==> config.mk <==
export PLATFORM = sky130hd
export DESIGN_NAME = uart_tx_buffered
export DESIGN_NICKNAME = d
export VERILOG_FILES = /design/src/rtl/uart_tx_buffered.sv
export SDC_FILE = /design/constraint.sdc
export NUM_CORES = 1
export LEC_CHECK = 0
export CORE_UTILIZATION = 50
export DETAILED_ROUTE_END_ITERATION = 8
export HOLD_SLACK_MARGIN = 0.05
export PLACE_DENSITY = 0.71
export SLEW_MARGIN = 20
export SYNTH_ARGS = -nofsm -noshare
export SYNTH_HDL_FRONTEND = slang
export SYNTH_SLANG_ARGS = --single-unit
==> constraint.sdc <==
create_clock -name i_clk -period 5.3 [get_ports i_clk]
set_clock_uncertainty 0.1 [all_clocks]
set_input_delay 1.06 -clock i_clk [delete_from_list [all_inputs] [get_ports i_clk]]
set_output_delay 1.06 -clock i_clk [all_outputs]
set_load 0.03 [all_outputs]
==> src/rtl/uart_tx_buffered.sv <==
// UART transmitter: 1 start bit, NB_DATA data bits LSB first, 1 stop bit, no parity.
// Paced by a shared 16x baud tick. A one-entry holding buffer captures a request
// strobed during an active frame and sends it back-to-back after the current stop bit.
module uart_tx_buffered #(
  parameter int unsigned NB_DATA = 8,
  parameter int unsigned SB_TICK = 16,
  parameter int unsigned NB_TICK = 4
) (
  input  logic               i_clk,
  input  logic               i_reset,
  input  logic               i_tick,
  input  logic               i_tx_start,
  input  logic [NB_DATA-1:0] i_data,
  output logic               o_tx,
  output logic               o_tx_done,
  output logic               o_busy,
  output logic               o_full
);

  localparam int unsigned NB_BIT = (NB_DATA > 1) ? $clog2(NB_DATA) : 1;

  localparam logic [NB_TICK-1:0] TICK_LAST = {NB_TICK{1'b1}};
  localparam logic [NB_TICK-1:0] STOP_LAST = NB_TICK'(SB_TICK - 1);
  localparam logic [NB_BIT-1:0]  BIT_LAST  = NB_BIT'(NB_DATA - 1);

  typedef enum logic [1:0] {
    StIdle,
    StStart,
    StData,
    StStop
  } state_e;

  state_e               state_q, state_d;
  logic [NB_TICK-1:0]   tick_q, tick_d;
  logic [NB_BIT-1:0]    bit_q, bit_d;
  logic [NB_DATA-1:0]   shift_q, shift_d;
  logic [NB_DATA-1:0]   hold_q, hold_d;
  logic                 full_q, full_d;
  logic                 tx_q, tx_d;
  logic                 done_q, done_d;
  logic                 frame_end;

  // Final tick of the stop bit; the buffer is consumed here, so it must not also capture.
  assign frame_end = (state_q == StStop) && i_tick && (tick_q == STOP_LAST);

  // Next-state, bit timing, buffer handling and registered line level.
  always_comb begin
    state_d = state_q;
    tick_d  = tick_q;
    bit_d   = bit_q;
    shift_d = shift_q;
    hold_d  = hold_q;
    full_d  = full_q;
    done_d  = 1'b0;

    case (state_q)
      StIdle: begin
        if (i_tx_start) begin
          shift_d = i_data;
          tick_d  = '0;
          state_d = StStart;
        end
      end
      StStart: begin
        if (i_tick) begin
          if (tick_q == TICK_LAST) begin
            tick_d  = '0;
            bit_d   = '0;
            state_d = StData;
          end else begin
            tick_d = tick_q + 1'b1;
          end
        end
      end
      StData: begin
        if (i_tick) begin
          if (tick_q == TICK_LAST) begin
            tick_d  = '0;
            shift_d = shift_q >> 1;
            if (bit_q == BIT_LAST) begin
              state_d = StStop;
            end else begin
              bit_d = bit_q + 1'b1;
            end
          end else begin
            tick_d = tick_q + 1'b1;
          end
        end
      end
      StStop: begin
        if (i_tick) begin
          if (tick_q == STOP_LAST) begin
            done_d = 1'b1;
            tick_d = '0;
            if (full_q) begin
              shift_d = hold_q;
              full_d  = 1'b0;
              state_d = StStart;
            end else if (i_tx_start) begin
              shift_d = i_data;
              state_d = StStart;
            end else begin
              state_d = StIdle;
            end
          end else begin
            tick_d = tick_q + 1'b1;
          end
        end
      end
      default: begin
        state_d = StIdle;
      end
    endcase

    // Requests arriving mid-frame park in the buffer; a second one is dropped.
    if ((state_q != StIdle) && i_tx_start && !full_q && !frame_end) begin
      hold_d = i_data;
      full_d = 1'b1;
    end

    case (state_d)
      StStart: tx_d = 1'b0;
      StData:  tx_d = shift_d[0];
      default: tx_d = 1'b1;
    endcase
  end

  // State and datapath registers; reset aborts any frame and empties the buffer.
  always_ff @(posedge i_clk or posedge i_reset) begin
    if (i_reset) begin
      state_q <= StIdle;
      tick_q  <= '0;
      bit_q   <= '0;
      shift_q <= '0;
      hold_q  <= '0;
      full_q  <= 1'b0;
      tx_q    <= 1'b1;
      done_q  <= 1'b0;
    end else begin
      state_q <= state_d;
      tick_q  <= tick_d;
      bit_q   <= bit_d;
      shift_q <= shift_d;
      hold_q  <= hold_d;
      full_q  <= full_d;
      tx_q    <= tx_d;
      done_q  <= done_d;
    end
  end

  assign o_tx      = tx_q;
  assign o_tx_done = done_q;
  assign o_busy    = (state_q != StIdle);
  assign o_full    = full_q;

endmodule

==> reports/metrics.yaml <==
floorplanning:
  core.rowCount: 20
  dieArea_mm2: 0.00340
  die_w_um: 58.3
  core-area_mm2: 0.00303
  die_height_um: 58.3
  initial_core_util_pct: 52.3
  io_pins: 16
cts:
  cts_buffers: 3
  clock_sinks: 28
  cts_tree: "yes"
  clockBufferDepth: 2
  clk_latency_ns: 0.34
  h-tree-depth: 1
  cts_hold_buf: 0
  cts_setup_buffers: 0
  clk_pin_slew_ns: 0.16
  clockRootBuffer: "clkbuf_4"
  cts_resized: 0
job:
  drv_cap: 0
timing:
  hold_violations: 0
  max_slew.worst_pin.slew_ns: 0.777
  rsz0062_at_grt: "false"
  min_period_over_period_pct: 64.5
  finalCriticalPeriod_ns: 3.42
  fmaxAchievable_mhz: 292
  final-max-slew-violation-count: 0
  layout_setup_ws_ns: 1.88
  timing.setup.tns_ns: 0
  finalSetupViolations: 0
  max_slew_margin_pct: 48.2
detailed_routing:
  route.detailed.drc: 0
  final_antenna_net_count: 0
  vias_per_cell: 6.05
  drt-pass1-iter-count: 4
  wl_um: 3240
  num_vias: 1234
  wl_per_cell_um: 15.9
  drtIter0Drc: 67
synthesis:
  synth_common_cells: "dfrtp_1 (27), nand2_1 (13), a21oi_1 (12), o21ai_0 (11)"
  synthCells: 151
  synthDominantCellAreaShare_pct: 42.7
  synth_edf_count: 0
  ys_types: 48
  synth-seq-cells: 28
  synthFlopType: "dfrtp_1"
  synth_top_family_by_area: "compound AO/OA/AOI/OAI gates"
  synth.most_common_cell: "dfrtp_1"
  syn_area_mm2: 0.00158
  synth_nets: 166
  synthXorXnorAreaFrac_pct: 0.553
  yosys_warnings: 0
  post-synth-top-area-cell: "dfrtp_1"
  avgSynthCellArea_um2: 10.5
  synth-compound-area-share_pct: 22.2
  synth-async-reset-ratio_pct: 100
  synthAdderAreaFrac_pct: 2.37
  synthTopCellsByArea: "dfrtp_1 (43%), mux2_4 (7.6%), a21oi_1 (3.8%)"
  synth_mux_area_share_pct: 9.56
  seq_area_frac_synth_pct: 44.3
  synth-simple-area-share_pct: 16.0
global_routing:
  grt_usage_pct: 22.3
  antenna_found_initial: 0
  grt_max_degree: 29
  grt_pass1_wl_um: 5680
  grt_pass1_vias: 1208
  grt_overflow: 0
power:
  seq_power_share_pct: 53.0
  clockPowerShare_pct: 16.6
  ir_drop_v: 0.000170
  p_sw_uw: 235
  powerDensity_mw_per_mm2: 372
  internal-power_uw: 421
  p_comb_share_pct: 30.4
  p_leak_nw: 0.728
  swShare_pct: 35.8
critical_path:
  critPathTopFamily: "flip-flops"
  worstPathArrival_ns: 2.26
  cp_max_fo: 25
  crit_buf_inv: 2
  crit_type: "reg2out"
  r2r_cells: 5
  worstPathRequired_ns: 4.14
  setup.worst_path.start_class: "flip-flop"
  critical_path.slowest_cell: "dfrtp_1"
  crit_chain: "nor2_2, inv_2, clkdlybuf4s50_1"
  path_depth: 3
  regToRegSetupSlack_ns: 2.96
  slowest_delay_ns: 0.87
  endpoint_kind: "output pin"
cells_and_area:
  layout-drive-gt1-share_pct: 17.5
  area_growth_pct: 11.4
  fin_nets: 176
  stdcell_count: 204
  num_antenna_cells: 0
place:
  dpl.hpwl_um: 2260
  place_ws_ns: 2.24
  port_buffers: 15
  gp_congestion: 0.857
  placed_cells: 200
hold_path:
  whs_path_depth: 1
  hold_class: "reg2reg"
status:
  status: "finished, final reports clean"
placed cells by master (no fill, tap or decap), drive strengths merged:
cell type	count
a21o	1
a21oi	12
a221o	6
a22o	1
a22oi	3
a311oi	1
a31oi	6
a32o	1
a41oi	1
and2	1
and3	1
and4	1
clkbuf	4
clkdlybuf4s50	15
dfrtp	27
dfstp	1
ha	3
inv	5
mux2	9
mux2i	2
nand2	15
nand2b	2
nand3	8
nand3b	1
nand4	1
nor2	5
nor2b	3
nor3	5
o2111a	1
o211ai	1
o21a	1
o21ai	11
o21bai	1
o22ai	1
o31ai	1
o32a	1
xnor2	1
power by group through the flow:
stage	clock, mW	combinational [mW]	sequential (mW)
detailed placement	0	0.200	0.350
global placement	0	0.194	0.348
finish	0.109	0.199	0.348
CTS	0.111	0.200	0.346
global route	0.120	0.222	0.358
floorplan	0	0.176	0.321
final timing paths:
kind	from	endpoint
worst max-delay path	state_q[0]$_DFF_PP0_	o_busy
worst min-delay path	hold_q[7]$_DFFE_PP0P_	hold_q[7]$_DFFE_PP0P_
worst max register to register	state_q[0]$_DFF_PP0_	hold_q[3]$_DFFE_PP0P_
worst min register to register	hold_q[7]$_DFFE_PP0P_	hold_q[7]$_DFFE_PP0P_
max in group asynchronous	i_reset	bit_q[1]$_DFFE_PP0P_
min in group asynchronous	i_reset	shift_q[7]$_DFFE_PP0P_
sequential cells by signal, summed over array words and instances, names as in the netlist:
| register | count |
|---|---|
| hold_q | 8 |
| o_tx | 1 |
| state_q | 2 |
| o_full | 1 |
| shift_q | 8 |
| o_tx_done | 1 |
| tick_q | 4 |
| bit_q | 3 |
worst reg2reg max path, delay by kind of cell, from the launching register on:
family,cells,cell delay [ns]
AND/OR/NAND/NOR,3,0.74
multiplexers,1,0.35
buffers and inverters,1,0.18
flip-flops,1,0.87
layout make-up:
class | count | area (µm²)
fill | 251 | 1260
inverter | 5 | 18.8
sequential | 28 | 702
multi-input combinational | 108 | 802
clock buffer | 4 | 36.3
tap | 44 | 55.1
timing repair buffer | 15 | 150
logic make-up after synthesis:
kind of cell    Yosys count
xor+xnor                  1
flops                    28
simple gates             43
mux                      11
fa+ha+maj                 3
buf+inv                  15
compound gates           50
through the flow:
step	power, mW	hold WS, ns	utilization, %	area (µm²)
final	0.656	0.424	58.3	1760
after global routing	0.700	0.440	58.3	1760
after CTS	0.657	0.424	58.3	1760
after detailed placement	0.550	0.391	57.1	1730
after global placement	0.542	0.393	57.1	1730
after floorplan	0.497	0.373	-	1580
per-layer routing:
metal  up-vias  part of all wire, %  GRT usage (%)
met1       617                   47           28.5
li1        583                    -              -
met5         -                    0              0
met4         0                  1.7           10.2
met3         5                  2.6           2.01
met2        29                   49           38.3
Power figures use the tool's default switching activity.
